<file path="config.mk">
export PLATFORM = sky130hd
export DESIGN_NAME = countdown_timer_ctrl_flat
export DESIGN_NICKNAME = d
export VERILOG_FILES = /design/src/rtl/timer_ctrl_pkg.sv /design/src/rtl/countdown_timer_ctrl_if.sv /design/src/rtl/tick_prescaler.sv /design/src/rtl/countdown_timer_ctrl.sv /design/src/flat_wrapper.sv
export SDC_FILE = /design/constraint.sdc
export NUM_CORES = 1
export LEC_CHECK = 0
export CORE_AREA = 4 4 72 74
export CTS_CLUSTER_DIAMETER = 200
export DETAILED_ROUTE_END_ITERATION = 8
export DIE_AREA = 0 0 76 78
export MAX_ROUTING_LAYER = met4
export PLACE_DENSITY = 0.73
export SETUP_SLACK_MARGIN = 0.2
export SYNTH_ARGS = -nofsm -noshare
export SYNTH_HDL_FRONTEND = slang
export SYNTH_SLANG_ARGS = --single-unit
</file>
<file path="constraint.sdc">
create_clock -name CLK1 -period 2.2 [get_ports CLK1]
set_clock_uncertainty 0.15 [all_clocks]
set_input_delay 0.66 -clock CLK1 [delete_from_list [all_inputs] [get_ports CLK1]]
set_output_delay 0.66 -clock CLK1 [all_outputs]
set_load 0.02 [all_outputs]
</file>
<file path="src/rtl/timer_ctrl_pkg.sv">
`default_nettype none
// ============================================================================
// Module      : timer_ctrl_pkg
// Description : State encoding shared by the countdown timer controller.
// Revision    : 1.0 - initial release
// ============================================================================
package timer_ctrl_pkg;

  localparam int c_STATE_W = 2;

  typedef enum logic [c_STATE_W-1:0] {
    IDLE    = 2'd0,
    RUN     = 2'd1,
    PAUSE   = 2'd2,
    EXPIRED = 2'd3
  } state_t;

endpackage
`default_nettype wire

</file>
<file path="src/rtl/countdown_timer_ctrl_if.sv">
`default_nettype none
// ============================================================================
// Module      : countdown_timer_ctrl_if
// Description : Control/status bundle between the host and the timer.
// Revision    : 1.0 - initial release
// ============================================================================
interface countdown_timer_ctrl_if
  import timer_ctrl_pkg::*;
#(
  parameter int SEC_W = 8
) ();

  logic                 start;
  logic                 pause;
  logic                 clear;
  logic [SEC_W-1:0]     load_val;
  logic [SEC_W-1:0]     remaining;
  logic [c_STATE_W-1:0] state;
  logic                 busy;
  logic                 sec_tick;
  logic                 expired;

  modport master (
    output start, pause, clear, load_val,
    input  remaining, state, busy, sec_tick, expired
  );

  modport slave (
    input  start, pause, clear, load_val,
    output remaining, state, busy, sec_tick, expired
  );

endinterface
`default_nettype wire

</file>
<file path="src/rtl/tick_prescaler.sv">
`default_nettype none
// ============================================================================
// Module      : tick_prescaler
// Description : Enabled modulo-CRYSTAL_HZ counter with a terminal-count tick.
// Revision    : 1.0 - initial release
// ============================================================================
module tick_prescaler #(
  parameter int PRESC_W    = 26,
  parameter int CRYSTAL_HZ = 50_000_000
) (
  input  wire logic CLK1,
  input  wire logic arst,
  input  wire logic en,
  input  wire logic clr,
  output logic      tick
);

  localparam logic [PRESC_W-1:0] c_TERM = PRESC_W'(CRYSTAL_HZ - 1);

  logic [PRESC_W-1:0] r_count;
  logic               w_at_term;

  assign w_at_term = (r_count == c_TERM);
  assign tick      = en & w_at_term;

  always_ff @(posedge CLK1) begin
    if (arst || clr) begin
      r_count <= '0;
    end else if (en) begin
      r_count <= w_at_term ? '0 : r_count + PRESC_W'(1);
    end
  end

endmodule
`default_nettype wire

</file>
<file path="src/rtl/countdown_timer_ctrl.sv">
`default_nettype none
// ============================================================================
// Module      : countdown_timer_ctrl
// Description : Start/pause/clear countdown timer with one-second prescaler.
//               Optional periodic reload enabled by TIMER_AUTO_RELOAD_EN.
// Revision    : 1.0 - initial release
// ============================================================================
module countdown_timer_ctrl
  import timer_ctrl_pkg::*;
#(
  parameter int CRYSTAL_HZ = 50_000_000,
  parameter int PRESC_W    = 26,
  parameter int SEC_W      = 8
) (
  input  wire logic              CLK1,
  input  wire logic              arst,
  countdown_timer_ctrl_if.slave  bus
);

  state_t           r_state;
  state_t           w_state_nxt;
  logic [SEC_W-1:0] r_remaining;
  logic [SEC_W-1:0] w_remaining_nxt;
  logic             r_expired;
  logic             w_expired_nxt;
  logic             w_presc_clr;
  logic             w_tick;
`ifdef TIMER_AUTO_RELOAD_EN
  logic [SEC_W-1:0] r_reload;
  logic [SEC_W-1:0] w_reload_nxt;
`endif

  tick_prescaler #(
    .PRESC_W    (PRESC_W),
    .CRYSTAL_HZ (CRYSTAL_HZ)
  ) u_presc (
    .CLK1 (CLK1),
    .arst (arst),
    .en   (r_state == RUN),
    .clr  (w_presc_clr),
    .tick (w_tick)
  );

  always_comb begin
    w_state_nxt     = r_state;
    w_remaining_nxt = r_remaining;
    w_expired_nxt   = 1'b0;
    w_presc_clr     = 1'b0;
`ifdef TIMER_AUTO_RELOAD_EN
    w_reload_nxt    = r_reload;
`endif
    if (bus.clear) begin
      // clear outranks an expiry landing on the same edge
      w_state_nxt     = IDLE;
      w_remaining_nxt = '0;
      w_presc_clr     = 1'b1;
`ifdef TIMER_AUTO_RELOAD_EN
      w_reload_nxt    = '0;
`endif
    end else begin
      case (r_state)
        IDLE, EXPIRED: begin
          if (bus.start && (bus.load_val != '0)) begin
            w_state_nxt     = RUN;
            w_remaining_nxt = bus.load_val;
            w_presc_clr     = 1'b1;
`ifdef TIMER_AUTO_RELOAD_EN
            w_reload_nxt    = bus.load_val;
`endif
          end
        end
        RUN: begin
          if (w_tick && (r_remaining <= SEC_W'(1))) begin
            w_expired_nxt   = 1'b1;
`ifdef TIMER_AUTO_RELOAD_EN
            w_remaining_nxt = r_reload;
`else
            w_remaining_nxt = '0;
            w_state_nxt     = EXPIRED;
`endif
          end else begin
            if (w_tick) begin
              w_remaining_nxt = r_remaining - SEC_W'(1);
            end
            if (bus.pause) begin
              w_state_nxt = PAUSE;
            end
          end
        end
        PAUSE: begin
          if (!bus.pause) begin
            w_state_nxt = RUN;
          end
        end
        default: w_state_nxt = IDLE;
      endcase
    end
  end

  always_ff @(posedge CLK1) begin
    if (arst) begin
      r_state     <= IDLE;
      r_remaining <= '0;
      r_expired   <= 1'b0;
`ifdef TIMER_AUTO_RELOAD_EN
      r_reload    <= '0;
`endif
    end else begin
      r_state     <= w_state_nxt;
      r_remaining <= w_remaining_nxt;
      r_expired   <= w_expired_nxt;
`ifdef TIMER_AUTO_RELOAD_EN
      r_reload    <= w_reload_nxt;
`endif
    end
  end

  assign bus.state     = r_state;
  assign bus.remaining = r_remaining;
  assign bus.expired   = r_expired;
  assign bus.busy      = (r_state == RUN) || (r_state == PAUSE);
  assign bus.sec_tick  = w_tick;

endmodule
`default_nettype wire

</file>
<file path="src/flat_wrapper.sv">
// flat-port wrapper written by rule: the top's interface ports become plain ports
module countdown_timer_ctrl_flat import timer_ctrl_pkg::*;
#(
  parameter int CRYSTAL_HZ = 50_000_000,
  parameter int PRESC_W    = 26,
  parameter int SEC_W      = 8
)
  (CLK1, arst, bus_start, bus_pause, bus_clear, bus_load_val, bus_remaining, bus_state, bus_busy, bus_sec_tick, bus_expired);
  countdown_timer_ctrl_if #(.SEC_W(SEC_W)) bus_i ();
  input  wire logic CLK1;
  input  wire logic arst;
  input wire logic [$bits(bus_i.start)-1:0] bus_start;
  input wire logic [$bits(bus_i.pause)-1:0] bus_pause;
  input wire logic [$bits(bus_i.clear)-1:0] bus_clear;
  input wire logic [$bits(bus_i.load_val)-1:0] bus_load_val;
  output wire logic [$bits(bus_i.remaining)-1:0] bus_remaining;
  output wire logic [$bits(bus_i.state)-1:0] bus_state;
  output wire logic [$bits(bus_i.busy)-1:0] bus_busy;
  output wire logic [$bits(bus_i.sec_tick)-1:0] bus_sec_tick;
  output wire logic [$bits(bus_i.expired)-1:0] bus_expired;
  assign bus_i.start = bus_start;
  assign bus_i.pause = bus_pause;
  assign bus_i.clear = bus_clear;
  assign bus_i.load_val = bus_load_val;
  assign bus_remaining = bus_i.remaining;
  assign bus_state = bus_i.state;
  assign bus_busy = bus_i.busy;
  assign bus_sec_tick = bus_i.sec_tick;
  assign bus_expired = bus_i.expired;
  countdown_timer_ctrl #(.CRYSTAL_HZ(CRYSTAL_HZ), .PRESC_W(PRESC_W), .SEC_W(SEC_W)) u_core (.CLK1(CLK1), .arst(arst), .bus(bus_i));
endmodule
</file>
# ---- Word-level counts from Yosys, hierarchy flattened
# Index checks and enable logic that the tools add are counted.
dict set report totals {
  ff_bits 37
  out_inout_bits 13
  wordCells 43
  inputBits 13
}
dict set report classes {
  add_sub_neg 2
  magnitude_cmp 1
  bitwise_logic 2
  eq_ne 8
  n_reduce_logical 12
  n_mux 14
}
# op n
set ops {}
lappend ops {{$add 26x1->26 const B} 1}
lappend ops {{$eq 26x26->1 const B} 1}
lappend ops {{$mux 26} 1}
lappend ops {{$mux 8} 3}
lappend ops {{$pmux 8 s2} 1}
lappend ops {{$le 8x1->1 const B} 1}
lappend ops {{$mux 2} 4}
lappend ops {{$reduce_bool 8->1} 1}
lappend ops {{$sub 8x1->8 const B} 1}
lappend ops {{$pmux 2 s3} 1}
lappend ops {{$reduce_and 3->1} 2}
lappend ops {{$eq 2x2->1 const B} 2}
lappend ops {{$mux 1} 4}
lappend ops {{$reduce_or 2->1} 2}
lappend ops {{$ne 3x1->1 const B} 1}
lappend ops {{$ne 3x2->1 const B} 1}
lappend ops {{$reduce_or 3->1} 1}
lappend ops {{$eq 2x1->1 const B} 1}
lappend ops {{$logic_and 1x1->1} 2}
lappend ops {{$logic_not 2->1} 1}
lappend ops {{$logic_or 1x1->1} 2}
lappend ops {{$ne 2x1->1 const B} 1}
lappend ops {{$ne 2x2->1 const B} 1}
lappend ops {{$reduce_bool 2->1} 1}
lappend ops {{other kinds (2)} 2}

# ---- Logic depth before layout (Yosys ltp)
# Gate-level depths: netlist of run 1.
dict set report logic_depth {
  depth_word 6
  mapped_depth 8
  ltp_nobuf 7
}

# ---- Modules after synthesis
# Synthesis of run 1 repeated with hierarchy kept, for this count alone.
dict set report hier_totals {
  cells_unflattened 262
  area_unflattened_um2 2164.6
}
# module area_each_um2 cells_per_inst instances seq_area_each_um2
set by_module_without_submodules {}
lappend by_module_without_submodules {tick_prescaler 1338.8 161 1 520.5}
lappend by_module_without_submodules {countdown_timer_ctrl 825.8 101 1 220.2}

# ---- Worst setup path before layout of run 1
# OpenSTA, ideal clock, no wires.
dict set report synth_path {
  path_type {input to register}
  start {input bus_load_val[6]}
  end {register u_core.u_presc.r_count[25]}
  arrival_ns 2.061
  setup_ns 0.062
  path_stages 7
  path_buffers 2
  setup_slack_ns -0.073
  path_cell_list {or4_1 o21ai_4 o21ai_2 or2_1 buf_6 buf_12 nor2_4}
}
dict set report synth_between {
  elab_chain_cells 6
}
# element line
set synth_rtl {}
lappend synth_rtl {{start, declared} flat_wrapper.sv:15} ;# input wire logic [$bits(bus_i.load_val)-1:0] bus_load_val;
lappend synth_rtl {{$reduce_bool 8->1} countdown_timer_ctrl.sv:63} ;# if (bus.start && (bus.load_val != '0)) begin
lappend synth_rtl {{$logic_and 1x1->1} countdown_timer_ctrl.sv:63}
lappend synth_rtl {{$mux 1} countdown_timer_ctrl.sv:63}
lappend synth_rtl {{$mux 1} countdown_timer_ctrl.sv:61} ;# case (r_state)
lappend synth_rtl {{$mux 1} countdown_timer_ctrl.sv:52} ;# if (bus.clear) begin
lappend synth_rtl {{$logic_or 1x1->1} tick_prescaler.sv:27} ;# if (arst || clr) begin
lappend synth_rtl {{end signal, assigned} tick_prescaler.sv:30} ;# r_count <= w_at_term ? '0 : r_count + PRESC_W'(1);
lappend synth_rtl {{end, declared} tick_prescaler.sv:20} ;# logic [PRESC_W-1:0] r_count;
# No other way between the ends.
# A chain may end at the register's enable or synchronous reset.

# ---- Final worst setup path of run 1
dict set report layout_path {
  start {register u_core.u_presc.r_count[0]}
  end {output bus_sec_tick}
}
dict set report layout_between {
  elab_chain_cells 2
}
# element line
set layout_rtl {}
lappend layout_rtl {{$eq 26x26->1} tick_prescaler.sv:23} ;# assign w_at_term = (r_count == c_TERM);
lappend layout_rtl {{$and 1x1->1} tick_prescaler.sv:24} ;# assign tick = en & w_at_term;
lappend layout_rtl {{end, declared} flat_wrapper.sv:19} ;# output wire logic [$bits(bus_i.sec_tick)-1:0] bus_sec_tick;
# No other way between the ends.

==> out/results.tsv, run 1 <==
stage	metric	value	unit
status	run_status	finished with violations	
status	failing_checks	setup timing	
logic_synthesis	synth.area.top_cells	sky130_fd_sc_hd__dfxtp_1, sky130_fd_sc_hd__xnor2_1, sky130_fd_sc_hd__nor2_4	
logic_synthesis	number_of_flops_mapped_to_enable_cells_by_yosys	0	
sta	final_min_period_over_clock_period	107	%
clock_network	htree_levels	2	
finish	drive_gt1_share	53.1	%
sta	slew_headroom	73.2	%
sta	final-hold-violation-count	0	
placed_design	dp_cells	370	
power_and_ir_drop	pwr-share-seq	45.4	%
clock_network	clk_pin_slew_worst_paths	80	ps
power_and_ir_drop	ir_worst_vdd	0.000303	V
critical_path	critPathBufInv	1	
critical_path	worst_path_dominant_cell_family	simple AND/OR/NAND/NOR gates	
global_routing	antenna_found_initial	0	
floorplanning	std_cell_rows	25	
placed_design	port-buffer-count	25	
logic_synthesis	syn-num-nets	266	
detailed_routing	detailroute.via_count	2231	
power_and_ir_drop	power.share.clock	31.3	%
global_routing	number_of_global_route_vias_before_repair	2049	
logic_synthesis	ys_async_sr_fraction	0	%
logic_synthesis	synth_largest_area_cell	sky130_fd_sc_hd__dfxtp_1	
global_routing	track_usage	20.4	%
floorplanning	start_util	47.9	%
finish	layoutNonFillerInstCount	391	
global_routing	grt_first_pass_wirelength	9540	microns
critical_path	max_stage_delay	370	ps
critical_path	worst_setup_path_end_kind	output port	
floorplanning	die_area	5930	sq um
floorplanning	overall_die_width	76	microns
logic_synthesis	postSynthAreaPerCell	8.92	sq um
worst_hold_path	worstHoldPathType	flip-flop to flip-flop	
floorplanning	boundaryPins	26	
sta	setup_ws	-165	ps
logic_synthesis	post_synth_instance_area	2200	sq um
floorplanning	core_area	4600	sq um
logic_synthesis	synth_sequential_area_ratio	33.6	%
sta	fin_worst_hold_slack	365	ps
sta	grt_setup_unrepaired	yes	
sta	setup-violations-final	1	
logic_synthesis	most_repeated_cell_in_the_gate_level_netlist_after_synthesis	sky130_fd_sc_hd__dfxtp_1	
clock_network	ctsRootBufferMaster	sky130_fd_sc_hd__clkbuf_8	
critical_path	critical_path.cell_chain	ha_4 > nor4b_4 > nand4_4 > nor3_4 > buf_6	
detailed_routing	drc	0	
finish	syn_to_final_growth	61.3	%
logic_synthesis	post_synth_num_cell_types	55	
clock_network	maximum_clock_insertion_buffer_count	2	
sta	tightest_slew	400	ps
placed_design	place.gp.congestion	0.950	
logic_synthesis	synth-seq-cells	37	
power_and_ir_drop	p_total	1.53	mW
clock_network	clock_sinks	37	
sta	fmax	423	MHz
clock_network	clock_latency_late_sink	300	ps
power_and_ir_drop	pwr_density_cell	431	nW/um^2
critical_path	crit_path_top_delay_cell	sky130_fd_sc_hd__dfxtp_2	
logic_synthesis	synth.cells.most_frequent	sky130_fd_sc_hd__dfxtp_1, sky130_fd_sc_hd__xnor2_1, sky130_fd_sc_hd__nand2_1	
sta	period_minus_ws_final	2360	ps
logic_synthesis	synth_ff_type	sky130_fd_sc_hd__dfxtp_1	
sta	slew_viol_final	0	
finish	final_net_count	355	
logic_synthesis	synth_warnings	0	
critical_path	worst-endpoint-arrival	1550	ps
clock_network	tritoncts_clock_tree	done	
detailed_routing	routed_wire_length_per_instance	16.9	microns
finish	diodes_inserted	0	
logic_synthesis	synthCells	247	
critical_path	timing.critical_path.required	1390	ps
power_and_ir_drop	leakage	1.36	nW
power_and_ir_drop	net_switching_power_of_the_design	0.464	mW
job	max-cap-violations	0	
global_routing	pin_count_of_the_biggest_net_entering_global_routing	13	
detailed_routing	vias_per_cell	5.71	
power_and_ir_drop	internal-power	1.07	mW
detailed_routing	drt_wl_total	6620	microns
logic_synthesis	synth.top_cell.area_share	33.6	%
detailed_routing	drtPass1Iterations	5	
detailed_routing	detail-route-antenna-nets	0	
power_and_ir_drop	switching_share	30.3	%
critical_path	kind_of_critical_path	flip-flop to output port	
critical_path	critical_path.startpoint_type	flip-flop	
detailed_routing	drt_iter0_drc	221	
floorplanning	floorplan.die.height	78	microns
placed_design	dp_hpwl	3850	microns
power_and_ir_drop	relative_contribution_of_combinational_cells_to_total_power	23.3	%
clock_network	tritoncts.num_buffers	5	
global_routing	grt-ovfl-total	0	
critical_path	critical_path.max_fanout	2	
-- registers in the layout, summed over array words and instances (netlist names) --
name	cells
u_core.bus.expired	1
u_core.bus.remaining	8
u_core.bus.state	2
u_core.u_presc.r_count	26
-- path summary, 6_finish.rpt --
kind | start | cells after the start | slack [ps] | to
worst max-delay path | u_core.u_presc.r_count[0] | 5 | -160 | bus_sec_tick
worst min-delay path | u_core.bus.remaining[6] | 2 | 370 | u_core.bus.remaining[6]
worst max register to register | u_core.bus.state[1] | 9 | 150 | u_core.u_presc.r_count[18]
worst min register to register | u_core.bus.remaining[6] | 2 | 370 | u_core.bus.remaining[6]
-- timing repair --
action                     CTS  global route
setup endpoints to repair   49            38
hold buffers                 0             0
pin swaps                   31            26
buffers inserted             5             4
gates cloned                 3             1
gates resized for setup     90            65
-- layout by cell type (no fill, tap or decap), types with 3 or more instances in the layout --
| cell | instances |
|---|---|
| sky130_fd_sc_hd__a21oi_1 | 7 |
| sky130_fd_sc_hd__a21oi_2 | 3 |
| sky130_fd_sc_hd__and3_1 | 5 |
| sky130_fd_sc_hd__buf_16 | 3 |
| sky130_fd_sc_hd__buf_2 | 5 |
| sky130_fd_sc_hd__buf_4 | 48 |
| sky130_fd_sc_hd__buf_6 | 14 |
| sky130_fd_sc_hd__clkbuf_8 | 5 |
| sky130_fd_sc_hd__clkdlybuf4s50_1 | 3 |
| sky130_fd_sc_hd__dfxtp_1 | 26 |
| sky130_fd_sc_hd__dfxtp_2 | 9 |
| sky130_fd_sc_hd__dlygate4sd2_1 | 12 |
| sky130_fd_sc_hd__ha_1 | 3 |
| sky130_fd_sc_hd__ha_4 | 3 |
| sky130_fd_sc_hd__inv_1 | 6 |
| sky130_fd_sc_hd__nand2_1 | 17 |
| sky130_fd_sc_hd__nand3_1 | 9 |
| sky130_fd_sc_hd__nand4_1 | 6 |
| sky130_fd_sc_hd__nor2_1 | 8 |
| sky130_fd_sc_hd__nor2_2 | 5 |
| sky130_fd_sc_hd__nor2_4 | 24 |
| sky130_fd_sc_hd__nor3_1 | 5 |
| sky130_fd_sc_hd__nor3_2 | 3 |
| sky130_fd_sc_hd__nor3_4 | 4 |
| sky130_fd_sc_hd__o21ai_0 | 5 |
| sky130_fd_sc_hd__o21ai_2 | 3 |
| sky130_fd_sc_hd__o31ai_1 | 3 |
| sky130_fd_sc_hd__or3_4 | 5 |
| sky130_fd_sc_hd__xnor2_1 | 13 |
| sky130_fd_sc_hd__xnor2_2 | 6 |
| sky130_fd_sc_hd__xor2_1 | 5 |
-- logic make-up (layout without fill, tap and decap cells) --
logic type,after synthesis,count (layout),share of synthesized area (%)
muxes,1,1,0.511
AOI/OAI and AO/OA,44,44,14.2
xor gates and xnor gates,24,24,9.55
adders and majority gates,6,6,3.41
buffers and inverters,17,107,4.60
and+or+nand+nor,118,118,34.1
DFF,37,37,33.6
-- worst reg2reg max path, stage by stage, from the launching register on --
cell	delay (ps)
sky130_fd_sc_hd__dfxtp_2	330
sky130_fd_sc_hd__inv_2	70
sky130_fd_sc_hd__ha_4	140
sky130_fd_sc_hd__buf_6	100
sky130_fd_sc_hd__and3_4	190
sky130_fd_sc_hd__nand4_1	260
sky130_fd_sc_hd__buf_6	260
sky130_fd_sc_hd__nor3b_4	240
sky130_fd_sc_hd__xnor2_2	170
sky130_fd_sc_hd__nor2_4	50
-- cell type report --
class                           instances  area [sq um]
Clock buffer                            5          68.8
Inverter                                9          36.3
Multi-Input combinational cell        193          1770
Tap cell                               54          67.6
Clock inverter                          3          17.5
Timing Repair Buffer                   90           836
Fill cell                             278          1050
Sequential cell                        37           759
-- metal layers --
layer	wire length [microns]	global-route usage, %	vias up
met1	2600	23.7	1060
met2	3430	34.2	78
met5	0	-	-
met3	414	4.41	21
li1	-	-	1072
met4	182	7.47	0
-- power groups by stage --
stage               clock network [mW]  registers (mW)  logic (mW)
finish                           0.478           0.695       0.357
global route                     0.519           0.697       0.374
CTS                              0.480           0.693       0.314
detailed placement                   0           0.708       0.272
global placement                     0           0.707       0.271
floorplan                            0           0.718       0.152
-- metrics by stage --
stage / worst slack (ps) / TNS, ps / utilization (%) / instance area (sq um)
floorplan: -55.6 / -994 / - / 2240
global placement: -514 / -17410 / 62.9 / 2890
detailed placement: -532 / -17600 / 62.9 / 2890
CTS: -174 / -174 / 69.7 / 3200
global route: -222 / -222 / 77.3 / 3550
finish: -165 / -165 / 77.3 / 3550
No activity file was read; power rests on OpenSTA's default activity.
==> run 2: changes to the inputs <==
--- a/config.mk
+++ b/config.mk
@@ -9,9 +9,11 @@
 export CTS_CLUSTER_DIAMETER = 200
 export DETAILED_ROUTE_END_ITERATION = 8
 export DIE_AREA = 0 0 76 78
+export GPL_TIMING_DRIVEN = 0
 export MAX_ROUTING_LAYER = met4
 export PLACE_DENSITY = 0.73
 export SETUP_SLACK_MARGIN = 0.2
+export SLEW_MARGIN = 15
 export SYNTH_ARGS = -nofsm -noshare
 export SYNTH_HDL_FRONTEND = slang
 export SYNTH_SLANG_ARGS = --single-unit
==> run 2 against run 1 <==
The run still ends with setup timing left. Maximum frequency shrank 2.2%. Global-route usage shrank 0.095 points. Cell count shrank 7.4%. Core utilization shrank 9.5 points. Critical path depth is the same. Setup slack lost 53 ps. Flip-flop and latch count is the same. Register-to-register slack lost 190 ps. Largest power group unchanged.
==> out/results.tsv, run 2 (synthesized netlist as in run 1, its figures left out) <==
stage	metric	value	unit
finish	drive_gt1_share	41.6	%
clock_network	clock_sinks	37	
global_routing	track_usage	20.3	%
sta	fin_worst_hold_slack	353	ps
critical_path	critical_path.max_fanout	5	
power_and_ir_drop	pwr_density_cell	479	nW/um^2
detailed_routing	detailroute.via_count	2042	
clock_network	maximum_clock_insertion_buffer_count	2	
placed_design	dp_hpwl	3660	microns
finish	largest_register_ff_count	26	
clock_network	tritoncts.num_buffers	5	
sta	final-hold-violation-count	0	
global_routing	antenna_found_initial	0	
critical_path	critical_path.cell_chain	nand4_1 > or3_1 > buf_6 > nor3_4 > buf_6	
critical_path	critical_path.startpoint_type	flip-flop	
placed_design	port-buffer-count	25	
critical_path	kind_of_critical_path	flip-flop to output port	
global_routing	pin_count_of_the_biggest_net_entering_global_routing	11	
sta	fin_setup_tns	-289	ps
finish	multiInputGateArea	1580	sq um
global_routing	grt_first_pass_wirelength	9540	microns
sta	slew_viol_final	0	
status	failing_checks	setup timing	
floorplanning	floorplan.die.height	78	microns
worst_hold_path	worstHoldPathType	flip-flop to flip-flop	
critical_path	regToRegSetupSlack	-40	ps
floorplanning	boundaryPins	26	
sta	setup-violations-final	3	
clock_network	clock_latency_late_sink	290	ps
placed_design	place.gp.congestion	0.868	
sta	fmax	414	MHz
finish	ff_latch_area	766	sq um
critical_path	timing.critical_path.required	1390	ps
job	max-cap-violations	0	
placed_design	pre_cts_ws	-610	ps
detailed_routing	drt_iter0_drc	218	
sta	setup_ws	-218	ps
floorplanning	std_cell_rows	25	
global_routing	grt-ovfl-total	0	
placed_design	dp_cells	326	
finish	most_common_cell_after_layout_fill_and_taps_aside	sky130_fd_sc_hd__buf_4	
detailed_routing	vias_per_cell	5.64	
clock_network	clk_pin_slew_worst_paths	70	ps
finish	diodes_inserted	0	
clock_network	ctsRootBufferMaster	sky130_fd_sc_hd__clkbuf_8	
sta	period_minus_ws_final	2420	ps
power_and_ir_drop	p_total	1.49	mW
sta	grt_setup_unrepaired	yes	
status	run_status	finished with violations	
floorplanning	core_area	4600	sq um
finish	filler_cell_count	360	
critical_path	cp_common_cell	sky130_fd_sc_hd__buf_6	
sta	tightest_slew	619	ps
detailed_routing	drc	0	
finish	layout.cells.most_common_list	sky130_fd_sc_hd__buf_4, sky130_fd_sc_hd__dfxtp_1, sky130_fd_sc_hd__xnor2_1	
clock_network	tritoncts_clock_tree	done	
finish	regMostFlops	u_core.u_presc.r_count	
critical_path	max_stage_delay	380	ps
detailed_routing	routed_wire_length_per_instance	15.9	microns
floorplanning	die_area	5930	sq um
critical_path	worst-endpoint-arrival	1610	ps
finish	layoutNonFillerInstCount	362	
critical_path	worst_setup_path_end_kind	output port	
detailed_routing	drtPass1Iterations	4	
global_routing	number_of_global_route_vias_before_repair	2036	
finish	syn_to_final_growth	41.4	%
finish	final_net_count	327	
floorplanning	overall_die_width	76	microns
detailed_routing	drt_wl_total	5750	microns
sta	slew_headroom	58.4	%
sta	final_min_period_over_clock_period	110	%
floorplanning	start_util	47.9	%
power_and_ir_drop	leakage	1.10	nW
power_and_ir_drop	ir_worst_vdd	0.000294	V
detailed_routing	detail-route-antenna-nets	0	
critical_path	crit_path_top_delay_cell	sky130_fd_sc_hd__or3_1	
clock_network	htree_levels	2	
run 2: layout make-up:
cell class | instances | share of cell area (%)
multi-input combinational | 193 | 50.8
inverter | 9 | 1.33
buffer | 8 | 2.53
sequential | 37 | 24.6
clock buffer | 7 | 2.77
tap | 54 | 2.17
timing repair buffer | 54 | 15.8
run 2: worst max-delay path, delay by kind of cell, from the launching register on:
kind,cells,cell delay (ps)
flops,1,360
buf+inv,2,290
simple gates,3,680
run 2: stage by stage:
| stage | instance area [sq um] | utilization [%] |
|---|---|---|
| floorplan | 2240 | - |
| global placement | 2560 | 55.7 |
| detailed placement | 2560 | 55.7 |
| CTS | 2920 | 63.5 |
| global route | 3110 | 67.7 |
| finish | 3110 | 67.7 |
run 2: routing by layer:
layer | global-route usage, % | part of all wire [%] | vias to the layer above
li1 | - | - | 1004
met1 | 23.0 | 41 | 968
met2 | 34.4 | 52 | 63
met3 | 4.76 | 5.4 | 7
met4 | 7.83 | 1.3 | 0
met5 | - | 0 | -
run 2: report_power, final:
part | switching [mW] | total (mW) | leakage, nW | internal, mW
Combinational | 0.166 | 0.311 | 0.749 | 0.146
Sequential | 0.0148 | 0.693 | 0.308 | 0.679
Clock | 0.238 | 0.486 | 0.0443 | 0.249
Total | 0.418 | 1.49 | 1.10 | 1.07
run 2: path summary, 6_finish.rpt:
| check | from | to | cells past startpoint |
|---|---|---|---|
| min | u_core.bus.remaining[5] | u_core.bus.remaining[5] | 2 |
| max reg2reg | u_core.u_presc.r_count[0] | u_core.bus.remaining[3] | 9 |
| max | u_core.u_presc.r_count[3] | bus_sec_tick | 5 |
| min reg2reg | u_core.bus.remaining[5] | u_core.bus.remaining[5] | 2 |
run 2: what timing repair did:
action                                  CTS  global route
pin swaps                                37            14
gates resized for setup                  95            26
buffers inserted                         14            13
cloned                                    2             0
hold buffers                              0             0
endpoints found under the setup margin   48            38
==> run 3: changes to the inputs <==
--- a/config.mk
+++ b/config.mk
@@ -6,7 +6,6 @@
 export NUM_CORES = 1
 export LEC_CHECK = 0
 export CORE_AREA = 4 4 72 74
-export CTS_CLUSTER_DIAMETER = 200
 export DETAILED_ROUTE_END_ITERATION = 8
 export DIE_AREA = 0 0 76 78
 export GPL_TIMING_DRIVEN = 0
==> results of run 3 <==
The final DEF is identical to that of run 2; final timing and power are the same.
